**config.mk**
```make
export PLATFORM = sky130hd
export DESIGN_NAME = gr_file
export DESIGN_NICKNAME = d
export VERILOG_FILES = /design/src/rtl/gr_file.sv
export SDC_FILE = /design/constraint.sdc
export NUM_CORES = 1
export LEC_CHECK = 0
export CORE_MARGIN = 2
export CORE_UTILIZATION = 45
export CTS_CLUSTER_DIAMETER = 40
export DETAILED_ROUTE_END_ITERATION = 12
export PLACE_DENSITY = 0.86
export SETUP_SLACK_MARGIN = 0.3
export SLEW_MARGIN = 15
export SYNTH_ARGS = -nofsm -noshare
export SYNTH_HDL_FRONTEND = slang
export SYNTH_SLANG_ARGS = --single-unit
export TNS_END_PERCENT = 30
```
**constraint.sdc**
```tcl
create_clock -name clk -period 1.7 [get_ports clk]
set_clock_uncertainty 0.2 [all_clocks]
set_input_delay 0.34 -clock clk [delete_from_list [all_inputs] [get_ports clk]]
set_output_delay 0.34 -clock clk [all_outputs]
set_load 0.03 [all_outputs]
```
**src/rtl/gr_file.sv**
```systemverilog
`default_nettype none
// ============================================================================
// Module      : gr_file
// Description : Parametrised general-register file. NREG registers of WIDTH
//               bits, two combinational read ports, one synchronous write
//               port, and a dump engine that streams every register out over
//               a valid/ready channel.
//               Optional feature macro: GR_FILE_BYPASS_EN
//                 defined     -> same-cycle write-through on rd0/rd1
//                 not defined -> reads return the stored (pre-write) value
// Revision    : 1.0 - initial release
// ============================================================================
module gr_file #(
    parameter int WIDTH   = 16,
    parameter int NREG    = 4,
    parameter int ZERO_R0 = 0
) (
    input  logic                       clk,
    input  logic                       rst,
    input  logic                       we,
    input  logic [$clog2(NREG)-1:0]    wa,
    input  logic [WIDTH-1:0]           wd,
    input  logic [$clog2(NREG)-1:0]    ra0,
    output logic [WIDTH-1:0]           rd0,
    input  logic [$clog2(NREG)-1:0]    ra1,
    output logic [WIDTH-1:0]           rd1,
    input  logic                       dump_req,
    output logic                       dump_busy,
    output logic                       dump_valid,
    input  logic                       dump_ready,
    output logic [$clog2(NREG)-1:0]    dump_idx,
    output logic [WIDTH-1:0]           dump_data,
    output logic                       dump_done
);

    localparam int            AW       = $clog2(NREG);
    localparam logic [AW-1:0] LAST_IDX = AW'(NREG - 1);

    // Dump engine states
    localparam logic [1:0] S_IDLE = 2'd0;
    localparam logic [1:0] S_SCAN = 2'd1;
    localparam logic [1:0] S_DONE = 2'd2;

    logic [WIDTH-1:0] r_regs [NREG];
    logic [1:0]       r_state;
    logic [1:0]       w_state_nxt;
    logic [AW-1:0]    r_dump_idx;
    logic [AW-1:0]    w_dump_idx_nxt;

    logic             w_we_eff;
    logic [WIDTH-1:0] w_rd0_stored;
    logic [WIDTH-1:0] w_rd1_stored;
    logic [WIDTH-1:0] w_dump_data;

    // ------------------------------------------------------------------
    // Register 0 handling: either a hard-wired zero or a normal register.
    // Masking the read as well as the write keeps r0 at zero even if the
    // storage element were ever disturbed.
    // ------------------------------------------------------------------
    generate
        if (ZERO_R0 != 0) begin : g_zero_r0
            assign w_we_eff     = we && (wa != '0);
            assign w_rd0_stored = (ra0 == '0)        ? '0 : r_regs[ra0];
            assign w_rd1_stored = (ra1 == '0)        ? '0 : r_regs[ra1];
            assign w_dump_data  = (r_dump_idx == '0) ? '0 : r_regs[r_dump_idx];
        end else begin : g_plain_r0
            assign w_we_eff     = we;
            assign w_rd0_stored = r_regs[ra0];
            assign w_rd1_stored = r_regs[ra1];
            assign w_dump_data  = r_regs[r_dump_idx];
        end
    endgenerate

    // Register storage: async clear, single write port
    always_ff @(posedge clk or negedge rst) begin
        if (!rst) begin
            for (int i = 0; i < NREG; i++) begin
                r_regs[i] <= '0;
            end
        end else if (w_we_eff) begin
            for (int i = 0; i < NREG; i++) begin
                if (wa == AW'(i)) begin
                    r_regs[i] <= wd;
                end
            end
        end
    end

    // ------------------------------------------------------------------
    // Read ports. Forwarding is suppressed while reset is asserted so the
    // file reads as all-zero during reset regardless of write traffic.
    // The dump channel always shows the stored value.
    // ------------------------------------------------------------------
`ifdef GR_FILE_BYPASS_EN
    logic w_byp0;
    logic w_byp1;

    assign w_byp0 = rst && w_we_eff && (wa == ra0);
    assign w_byp1 = rst && w_we_eff && (wa == ra1);
    assign rd0    = w_byp0 ? wd : w_rd0_stored;
    assign rd1    = w_byp1 ? wd : w_rd1_stored;
`else
    assign rd0    = w_rd0_stored;
    assign rd1    = w_rd1_stored;
`endif

    assign dump_idx  = r_dump_idx;
    assign dump_data = w_dump_data;

    // Dump FSM state and index registers
    always_ff @(posedge clk or negedge rst) begin
        if (!rst) begin
            r_state    <= S_IDLE;
            r_dump_idx <= '0;
        end else begin
            r_state    <= w_state_nxt;
            r_dump_idx <= w_dump_idx_nxt;
        end
    end

    // Dump FSM next-state: requests only honoured in IDLE, index stops at
    // the last register and never wraps inside SCAN
    always_comb begin
        w_state_nxt    = r_state;
        w_dump_idx_nxt = r_dump_idx;
        case (r_state)
            S_IDLE: begin
                if (dump_req) begin
                    w_state_nxt    = S_SCAN;
                    w_dump_idx_nxt = '0;
                end
            end
            S_SCAN: begin
                if (dump_ready) begin
                    if (r_dump_idx == LAST_IDX) begin
                        w_state_nxt = S_DONE;
                    end else begin
                        w_dump_idx_nxt = r_dump_idx + AW'(1);
                    end
                end
            end
            S_DONE: begin
                w_state_nxt    = S_IDLE;
                w_dump_idx_nxt = '0;
            end
            default: begin
                w_state_nxt    = S_IDLE;
                w_dump_idx_nxt = '0;
            end
        endcase
    end

    // Dump FSM outputs, decoded from the current state only
    always_comb begin
        dump_busy  = 1'b0;
        dump_valid = 1'b0;
        dump_done  = 1'b0;
        case (r_state)
            S_SCAN: begin
                dump_busy  = 1'b1;
                dump_valid = 1'b1;
            end
            S_DONE: begin
                dump_busy  = 1'b1;
                dump_done  = 1'b1;
            end
            default: begin
                dump_busy  = 1'b0;
            end
        endcase
    end

endmodule
`default_nettype wire

```
==> reports/metrics.yaml, run 1 <==
clock_network:
  cts_tree: "yes"
  clock-sinks: 68
  htree_levels: 3
  clockRootBuffer: "clkbuf_8"
  cts_buffers: 9
  clk_latency_ns: 0.34
  clk_pin_slew_ns: 0.07
  clockBufferDepth: 2
floorplan:
  start_util_pct: 46.5
  die_area_sq_um: 9240
  die_y_um: 96.1
  core.rowCount: 33
  die_x_um: 96.1
  core-area_sq_um: 8220
  ios: 80
setup_path:
  cpPeakStageDelay_ns: 0.53
  startpoint: "dump_idx[0]"
  r2r_start: "dump_idx[0]"
  arrival_ns: 1.67
  crit_path_end_kind: "output port"
  critical_path.top_delay_family: "multiplexers"
  worst-path-buf-inv: 3
  worstSetupStartpointType: "register"
  crit_top_cell: "buf_6"
  slowest_stage: "mux4_2"
  path_class: "register to output port"
  cp.required_ns: 1.16
  path_max_fanout: 6
  worstPathCellList: "buf_12 -> buf_6 -> mux4_2 -> buf_6"
routing:
  wirelength_um: 9410
  num_vias: 2593
  dr.pass1.iters: 4
  first_iter_violations: 111
  m1WireLength_um: 3960
  vias_per_cell: 5.89
  drcViolationCount: 0
  wl_met3_um: 428
  wl_met2_um: 4820
  top_layer: "met4"
  antenna_left: 0
  wl_per_cell_um: 21.4
synth:
  synth_area_sq_um: 3820
  synth_nets: 252
  synth_cell_type_count: 21
  yosysTopAreaCellShare_pct: 44.6
  synth-seq-cells: 68
  netlist_top_cells_area: "dfrtp_1 (45%), mux4_2 (28%), mux2_2 (19%)"
  yosysWarnings: 0
  synth_area_per_cell_sq_um: 17.4
  syn_inst: 220
  ys_seq_area_share_pct: 44.6
  synth.largest_area_cell: "dfrtp_1"
final_layout:
  syn2layout_area_growth_pct: 43.2
  drive_above_1_share_pct: 71.0
  fin_util_pct: 66.5
  final_cell_mix: "dfrtp_1 (67), mux2_2 (64), buf_6 (57), mux4_2 (48), clkdlybuf4s50_1 (18)"
  fin_cells: 440
  fin_area_sq_um: 5470
  antenna_cells: 0
  fill_cells: 576
  final_nets: 362
  final_common_cell: "dfrtp_1"
sta:
  worst_pin_slew_ns: 0.375
  setup_viol: 54
  drv_slew: 0
  min_period_ns: 2.21
  relSlewSlack_pct: 75.0
  layout_setup_ws_ns: -0.511
  period_share_pct: 130
  rsz0062_at_grt: "yes"
  finalHoldViolCount: 0
  fmax_mhz: 452
global_routing:
  track_usage_pct: 22.6
  grt_pass1_vias: 2794
  antenna_found_initial: 0
  gr-total-overflow: 0
  grt_first_pass_wirelength_um: 15000
  grt_max_degree: 69
placement:
  dp_cells: 414
  portBuffers: 79
  place_area_sq_um: 4950
  gp_congestion: 0.722
  hpwl_um: 5860
outcome:
  violations: "setup timing"
  status: "finished, violations left"
power_and_ir_drop:
  leakage_nw: 2.29
  p_per_area_nw_per_um2: 1420
  irDropWorstVdd_mv: 0.787
run:
  cap_violations: 0
worst_hold_path:
  hp-class: "input port to async pin"
[registers in the layout, summed over array words and instances (netlist names)]
signal / flops
r_regs: 64
r_state: 2
dump_idx: 2
[cells in the mapped netlist]
master / number
nand3b_2: 2
nor3b_4: 1
o22ai_1: 1
nor3b_1: 1
nor2b_1: 3
or3b_2: 1
mux4_2: 48
mux2i_1: 1
clkbuf_1: 3
buf_4: 4
nor3_1: 1
ha_1: 5
clkbuf_8: 1
nand3_2: 1
a211oi_1: 1
o22a_1: 1
inv_1: 4
buf_2: 7
mux2_2: 65
buf_6: 1
dfrtp_1: 68
[where the power goes]
group          internal, mW  switching, mW  total (mW)
Sequential             1.95          0.308        2.26
Clock                 0.754          0.613        1.37
Combinational          2.22           1.92        4.14
Total                  4.93           2.84        7.77
[path summary, 6_finish.rpt]
check / endpoint / slack, ns / depth (start not counted)
min: r_regs[18] / 0.35 / 3
min in group clk: r_regs[11] / 0.35 / 1
min reg2reg: r_regs[11] / 0.35 / 1
max: dump_data[15] / -0.51 / 4
max in group asynchronous: dump_idx[0] / 0.62 / 3
max reg2reg: dump_idx[0] / -0.11 / 6
[layer usage]
metal / vias to the layer above / global-route usage [%]
li1: 1112 / -
met1: 1375 / 30.8
met2: 89 / 36.3
met3: 17 / 3.05
met4: 0 / 10.6
met5: - / 0
[cells by family (layout without fill, tap and decap cells)]
group / count (synthesis) / count (layout) / share of synthesized area (%)
buf+inv: 20 / 135 / 3.05
compound gates: 3 / 3 / 0.590
mux: 114 / 114 / 47.8
fa+ha+maj: 5 / 5 / 1.64
simple gates: 10 / 10 / 2.39
flops: 68 / 68 / 44.6
[cell type report]
cell class / instances / area (sq um) / share of cell area, %
multi-input cells: 132 / 2050 / 37.6
flip-flops and latches: 68 / 1700 / 31.2
repair buffers: 115 / 1360 / 24.9
clock buffers: 12 / 155 / 2.84
well taps: 105 / 131 / 2.40
clock inverters: 4 / 47.5 / 0.870
inverters: 4 / 15.0 / 0.275
[metrics by stage]
stage | power (mW) | TNS [ns] | hold WS (ns) | setup slack, ns
2_1_floorplan | 4.57 | -5.63 | -0.156 | -0.245
3_3_place_gp | 5.90 | -55.67 | 0.190 | -1.04
3_5_place_dp | 5.99 | -57.42 | 0.192 | -1.05
4_1_cts | 7.72 | -15.69 | 0.347 | -0.536
5_1_grt | 8.15 | -17.13 | 0.376 | -0.551
6_report | 7.77 | -14.78 | 0.350 | -0.511
[tightest hold or removal path, stage by stage]
cell and delay, ns:
dlygate4sd3_1 0.52, buf_2 0.12, buf_12 0.31
[timing repair]
action	in CTS	in global routing
pin swaps	3	2
gates cloned	4	0
buffers inserted	3	2
hold endpoints to repair	68	0
hold buffers	1	0
endpoints found under the setup margin	121	73
gates resized for setup	349	16
Power figures use the tool's default switching activity.
==> inputs of run 2 (changes only) <==
==> constraint.sdc (replaced) <==
create_clock -name clk -period 1.7 [get_ports clk]
set_clock_uncertainty 0.2 [all_clocks]
set_input_delay 0.425 -clock clk [delete_from_list [all_inputs] [get_ports clk]]
set_output_delay 0.425 -clock clk [all_outputs]
set_load 0.03 [all_outputs]
==> run 2 against run 1 <==
Cell area is 2.0% higher. Largest cell class unchanged. Utilization is 1.3 points higher. The run still ends with setup timing left. Flip-flop and latch count stayed put. Critical endpoint is now dump_data[1]. Die area stayed put. Critical path depth is 1 lower.
==> reports/metrics.yaml, run 2 (synthesized netlist as in run 1, its figures left out) <==
setup_path:
  path_max_fanout: 8  # +2
  slowest_stage: "mux4_2"
  cp.required_ns: 1.07  # -0.09 ns
  worstPathCellList: "buf_12 -> mux4_2 -> buf_6"
  worstSetupStartpointType: "register"
  crit_path_end_kind: "output port"
  path_class: "register to output port"
  cpPeakStageDelay_ns: 0.54  # about the same
  arrival_ns: 1.63  # -0.04 ns
clock_network:
  clockBufferDepth: 2  # unchanged
  cts_buffers: 9  # unchanged
  clockRootBuffer: "clkbuf_8"
  clk_latency_ns: 0.34  # about the same
  clk_pin_slew_ns: 0.07  # about the same
  htree_levels: 3  # unchanged
  cts_tree: "yes"
  clock-sinks: 68  # unchanged
sta:
  period_share_pct: 132  # +2.3 points
  fmax_mhz: 444  # -1.7%
  finalHoldViolCount: 0  # unchanged
  setup_viol: 55  # +1.9%
  layout_setup_ws_ns: -0.550  # -0.0391 ns
  min_period_ns: 2.25  # +0.0391 ns
  rsz0062_at_grt: "yes"
  relSlewSlack_pct: 73.4  # -1.5 points
  drv_slew: 0  # unchanged
  worst_pin_slew_ns: 0.396  # +0.0207 ns
  holdWs_ns: 0.343  # -0.00743 ns
final_layout:
  largest_reg_flops: 64  # unchanged
  final_nets: 365  # +0.83%
  drive_above_1_share_pct: 71.5  # +0.47 points
  antenna_cells: 0  # unchanged
  fill_cells: 547  # -5.0%
  syn2layout_area_growth_pct: 46.0
  ff_latch_area_sq_um: 1700  # unchanged
  fin_util_pct: 67.8  # +1.3 points
  multi_input_area_sq_um: 2150  # +4.9%
  top_register: "r_regs"
  final_cell_mix: "dfrtp_1 (67), buf_6 (57), mux4_2 (48), mux2_2 (46), buf_4 (21)"
  final_common_cell: "dfrtp_1"
  fin_cells: 442  # +0.45%
power_and_ir_drop:
  p_sw_mw: 2.86  # +0.56%
  leakage_nw: 2.38  # +4.0%
  p_per_area_nw_per_um2: 1420  # -0.42%
  p_int_mw: 5.03  # +2.1%
  irDropWorstVdd_mv: 1.03  # +31%
  p_comb_share_pct: 53.6  # +0.3 points
  sw_frac_of_total_pct: 36.2  # -0.36 points
  p_seq_share_pct: 29.0  # about the same
  pwr-share-clk_pct: 17.4  # -0.2 points
floorplan:
  ios: 80  # unchanged
  die_x_um: 96.1  # unchanged
  die_y_um: 96.1  # unchanged
  die_area_sq_um: 9240  # unchanged
  core-area_sq_um: 8220  # unchanged
  start_util_pct: 46.5  # unchanged
  core.rowCount: 33  # unchanged
placement:
  hpwl_um: 5910  # +0.80%
  gp_congestion: 0.714  # -1.2%
  dp_cells: 412  # -0.48%
  portBuffers: 79  # unchanged
worst_hold_path:
  hp-class: "register to register"
routing:
  num_vias: 2571  # -0.85%
  dr.pass1.iters: 4  # unchanged
  drcViolationCount: 0  # unchanged
  wl_per_cell_um: 22.3  # +4.5%
  first_iter_violations: 140  # +26%
  vias_per_cell: 5.82  # -1.3%
  antenna_left: 0  # unchanged
  wirelength_um: 9880  # +4.9%
run:
  cap_violations: 0  # unchanged
global_routing:
  track_usage_pct: 22.6  # about the same
  gr-total-overflow: 0  # unchanged
  grt_pass1_vias: 2707  # -3.1%
  antenna_found_initial: 0  # unchanged
  grt_max_degree: 69  # unchanged
  grt_first_pass_wirelength_um: 14900  # -0.97%
outcome:
  violations: "setup timing"
  status: "finished, violations left"
run 2: cell count changes in the layout (fill, tap and decap cells not counted), sizes merged:
cell and delta:
buf +5, bufbuf -2, clkbuf +2, clkinv -2, clkdlybuf4s15 +1, clkinvlp -1, dlygate4sd2 -1
run 2: area by class of cell:
| cell class | count | area share, % |
|---|---|---|
| clock buffers | 14 | 3.10 |
| well taps | 105 | 2.36 |
| inverters | 4 | 0.269 |
| flip-flops and latches | 68 | 30.5 |
| repair buffers | 118 | 24.5 |
| multi-input cells | 132 | 38.7 |
| clock inverters | 1 | 0.539 |
run 2: path summary, 6_finish.rpt:
kind,cells past startpoint,end,slack [ns],startpoint
setup / recovery,3,dump_data[1],-0.55,dump_idx[0]
hold / removal,1,r_regs[20],0.34,r_regs[20]
setup reg to reg,6,dump_idx[0],-0.15,dump_idx[0]
hold reg to reg,1,r_regs[20],0.34,r_regs[20]
max in group asynchronous,3,dump_idx[0],0.57,rst
min in group asynchronous,3,r_regs[50],0.42,rst
run 2: critical path: cells and delay by family, from the launching register on:
| kind | cells | cell delay (ns) |
|---|---|---|
| flops | 1 | 0.43 |
| mux | 1 | 0.54 |
| buf+inv | 2 | 0.31 |
run 2: power by group through the flow:
stage | Clock (mW) | Combinational [mW] | Sequential [mW]
2_1_floorplan | 0 | 2.37 | 2.21
3_3_place_gp | 0 | 3.66 | 2.25
3_5_place_dp | 0 | 3.70 | 2.29
4_1_cts | 1.37 | 4.13 | 2.27
5_1_grt | 1.44 | 4.45 | 2.33
6_report | 1.37 | 4.23 | 2.29
run 2: layer usage:
metal / wire length [um] / vias to the layer above / share of wire, % / GRT usage (%)
li1: - / 1116 / - / -
met1: 3950 / 1333 / 40 / 29.9
met2: 5110 / 100 / 52 / 36.9
met3: 590 / 22 / 6.0 / 4.23
met4: 230 / 0 / 2.3 / 9.52
met5: 0 / - / 0 / 0
run 2: per-stage QoR:
step	instance area, sq um	power [mW]	setup TNS (ns)	setup WS (ns)
2_1_floorplan	3900	4.58	-9.26	-0.330
3_3_place_gp	4940	5.91	-66.88	-1.21
3_5_place_dp	4940	6.00	-68.02	-1.21
4_1_cts	5440	7.77	-19.79	-0.572
5_1_grt	5570	8.23	-21.22	-0.597
6_report	5570	7.89	-19.22	-0.550
run 2: repair_timing:
| action | 4_1_cts | 5_1_grt |
|---|---|---|
| gates cloned | 4 | 0 |
| pin swaps | 3 | 2 |
| hold buffers | 1 | 0 |
| endpoints found under the hold margin | 68 | 0 |
| setup endpoints to repair | 121 | 112 |
| setup buffers | 4 | 6 |
| resized for setup | 388 | 24 |
==> inputs of run 3 (changes only) <==
- PLACE_DENSITY: 0.86 -> 0.83
- clock period: 1.7 -> 2.49 ns (I/O delays scaled with it)
==> run 3 against run 2 <==
Largest cell class unchanged. Critical path type unchanged. Non-clock buffer count down 19. Sequential share of layout area rose by 1.4 points. First-iteration DRC count rose by 29%. Clock-buffer cell count is 4 lower. Global-route usage fell by 0.13 points. Cell area fell by 4.4%. The run now ends clean. Cell count is 4.1% lower. Critical endpoint is now dump_data[9]. Flip-flop and latch count unchanged. Sequential power shrank 32%. Register-to-register slack gained 0.59 ns. Hold slack worse by 0.33 ns. Via count is 0.86% lower.
==> reports/metrics.yaml, run 3 (synthesized netlist as in run 1, its figures left out) <==
outcome:
  status: "completed"
setup_path:
  crit_path_end_kind: "output port"
  r2r_start: "dump_idx[0]"
  worst-path-buf-inv: 2  # unchanged
  r2r_slack_ns: 0.44  # +0.59 ns
  startpoint: "dump_idx[0]"
  critical_path.top_delay_family: "multiplexers"
  cp.required_ns: 1.67  # +0.60 ns
  reg2reg_depth: 7  # +1
  worstSetupStartpointType: "register"
  cpPeakStageDelay_ns: 0.54  # about the same
  worstPathCellList: "buf_12 -> mux4_2 -> buf_6"
  arrival_ns: 1.63  # about the same
  path_max_fanout: 12  # +4
  r2r-end: "dump_idx[0]"
  slowest_stage: "mux4_2"
  path_class: "register to output port"
clock_network:
  clk_latency_ns: 0.35  # about the same
  clock-sinks: 68  # unchanged
  clockBufferDepth: 2  # unchanged
  cts_tree: "yes"
  clockRootBuffer: "clkbuf_8"
  cts_hold_buf: 0  # -1
  clk_pin_slew_ns: 0.08  # about the same
  cts_buffers: 9  # unchanged
  htree_levels: 3  # unchanged
floorplan:
  die_area_sq_um: 9240  # unchanged
  core.rowCount: 33  # unchanged
  ios: 80  # unchanged
  start_util_pct: 46.5  # unchanged
  core-area_sq_um: 8220  # unchanged
  die_x_um: 96.1  # unchanged
  die_y_um: 96.1  # unchanged
routing:
  drcViolationCount: 0  # unchanged
  wirelength_um: 9470  # -4.1%
  antenna_left: 0  # unchanged
  vias_per_cell: 6.01  # +3.4%
  wl_per_cell_um: 22.3  # about the same
  num_vias: 2549  # -0.86%
  dr.pass1.iters: 4  # unchanged
  first_iter_violations: 181  # +29%
sta:
  worst_pin_slew_ns: 0.465  # +0.0691 ns
  holdWs_ns: 0.0157  # -0.327 ns
  fmax_mhz: 408
  finalHoldViolCount: 0  # unchanged
  period_share_pct: 98.4
  setup_viol: 0  # -100%
  rsz0062_at_grt: "yes"
  drv_slew: 0  # unchanged
  min_period_ns: 2.45
  layout_setup_ws_ns: 0.0399  # +0.590 ns
  relSlewSlack_pct: 69.0  # -4.4 points
run:
  cap_violations: 0  # unchanged
worst_hold_path:
  hp-class: "input port to async pin"
final_layout:
  syn2layout_area_growth_pct: 39.6
  final_common_cell: "dfrtp_1"
  top_register: "r_regs"
  drive_above_1_share_pct: 67.1  # -4.4 points
  antenna_cells: 0  # unchanged
  largest_reg_flops: 64  # unchanged
  final_cell_mix: "dfrtp_1 (67), mux2_2 (65), buf_6 (49), mux4_2 (48), clkdlybuf4s50_1 (21)"
  final_nets: 346  # -5.2%
placement:
  gp_congestion: 0.717  # +0.52%
  portBuffers: 79  # unchanged
  place_ws_ns: -0.831  # +0.381 ns
  hpwl_um: 5820  # -1.5%
power_and_ir_drop:
  irDropWorstVdd_mv: 0.511  # -51%
  power_mw: 5.27  # -33%
  leakage_nw: 2.20  # -7.4%
  p_per_area_nw_per_um2: 989  # -30%
global_routing:
  track_usage_pct: 22.5  # -0.13 points
  antenna_found_initial: 0  # unchanged
  grt_first_pass_wirelength_um: 14700  # -1.3%
  grt_pass1_vias: 2707  # unchanged
  grt_max_degree: 52  # -25%
  gr-total-overflow: 0  # unchanged
run 3: changes by cell type in the layout (fill, tap and decap cells not counted), moves of 3 or more:
cell,previous run,this run
buf_6,57,49
clkdlybuf4s50_1,18,21
buf_4,21,5
clkbuf_8,12,9
mux2_4,19,0
mux2_2,46,65
run 3: where the power goes:
part / leakage, nW / switching (mW) / total, mW / internal [mW]
logic: 1.28 / 1.26 / 2.62 / 1.36
clock network: 0.113 / 0.428 / 1.10 / 0.667
registers: 0.807 / 0.224 / 1.56 / 1.33
run 3: through the flow:
step | cells | setup TNS, ns | utilization, % | instance area [sq um]
3_3_place_gp | 403 | -25.48 | 59.4 | 4880
2_1_floorplan | 220 | 0 | - | 3890
4_1_cts | 423 | 0 | 64.6 | 5310
6_report | 424 | 0 | 64.9 | 5330
5_1_grt | 424 | -0.0340 | 64.9 | 5330
3_5_place_dp | 403 | -25.52 | 59.4 | 4880
run 3: layer usage:
metal	routed length, um	global-route usage [%]	up-vias	share of wire (%)
met5	0	0	-	0
met4	79	5.71	0	0.83
met3	550	5.01	13	5.8
met2	5010	38.7	103	53
met1	3830	29.0	1359	40
li1	-	-	1074	-
run 3: repair_timing:
action | CTS | global route
gates cloned | 4 | 0
buffers inserted | 0 | 1
setup endpoints to repair | 52 | 50
gates resized for setup | 380 | 7
run 3: worst register-to-register path: stages, from the launching register on:
cell	delay [ns]
dfrtp_2	0.43
buf_6	0.15
buf_4	0.13
buf_4	0.13
ha_2	0.19
nor2b_2	0.13
or3b_2	0.47
mux2i_1	0.14
run 3: final cells by class:
| class | instances | area, sq um |
|---|---|---|
| inverters | 4 | 15.0 |
| flip-flops and latches | 68 | 1700 |
| clock buffers | 10 | 128 |
| fillers | 607 | 2890 |
| multi-input cells | 132 | 2020 |
| well taps | 105 | 131 |
| repair buffers | 99 | 1220 |
| clock inverters | 6 | 114 |
run 3: how the worst max path moves through the flow:
stage                   end  slack [ns]  depth (start not counted)
2_1_floorplan       rd0[10]        0.20                          3
3_3_place_gp        rd1[12]       -0.81                          4
3_5_place_dp        rd1[12]       -0.83                          4
4_1_cts        dump_data[5]        0.02                          3
5_1_grt        dump_data[9]       -0.02                          3
6_report       dump_data[9]        0.04                          3
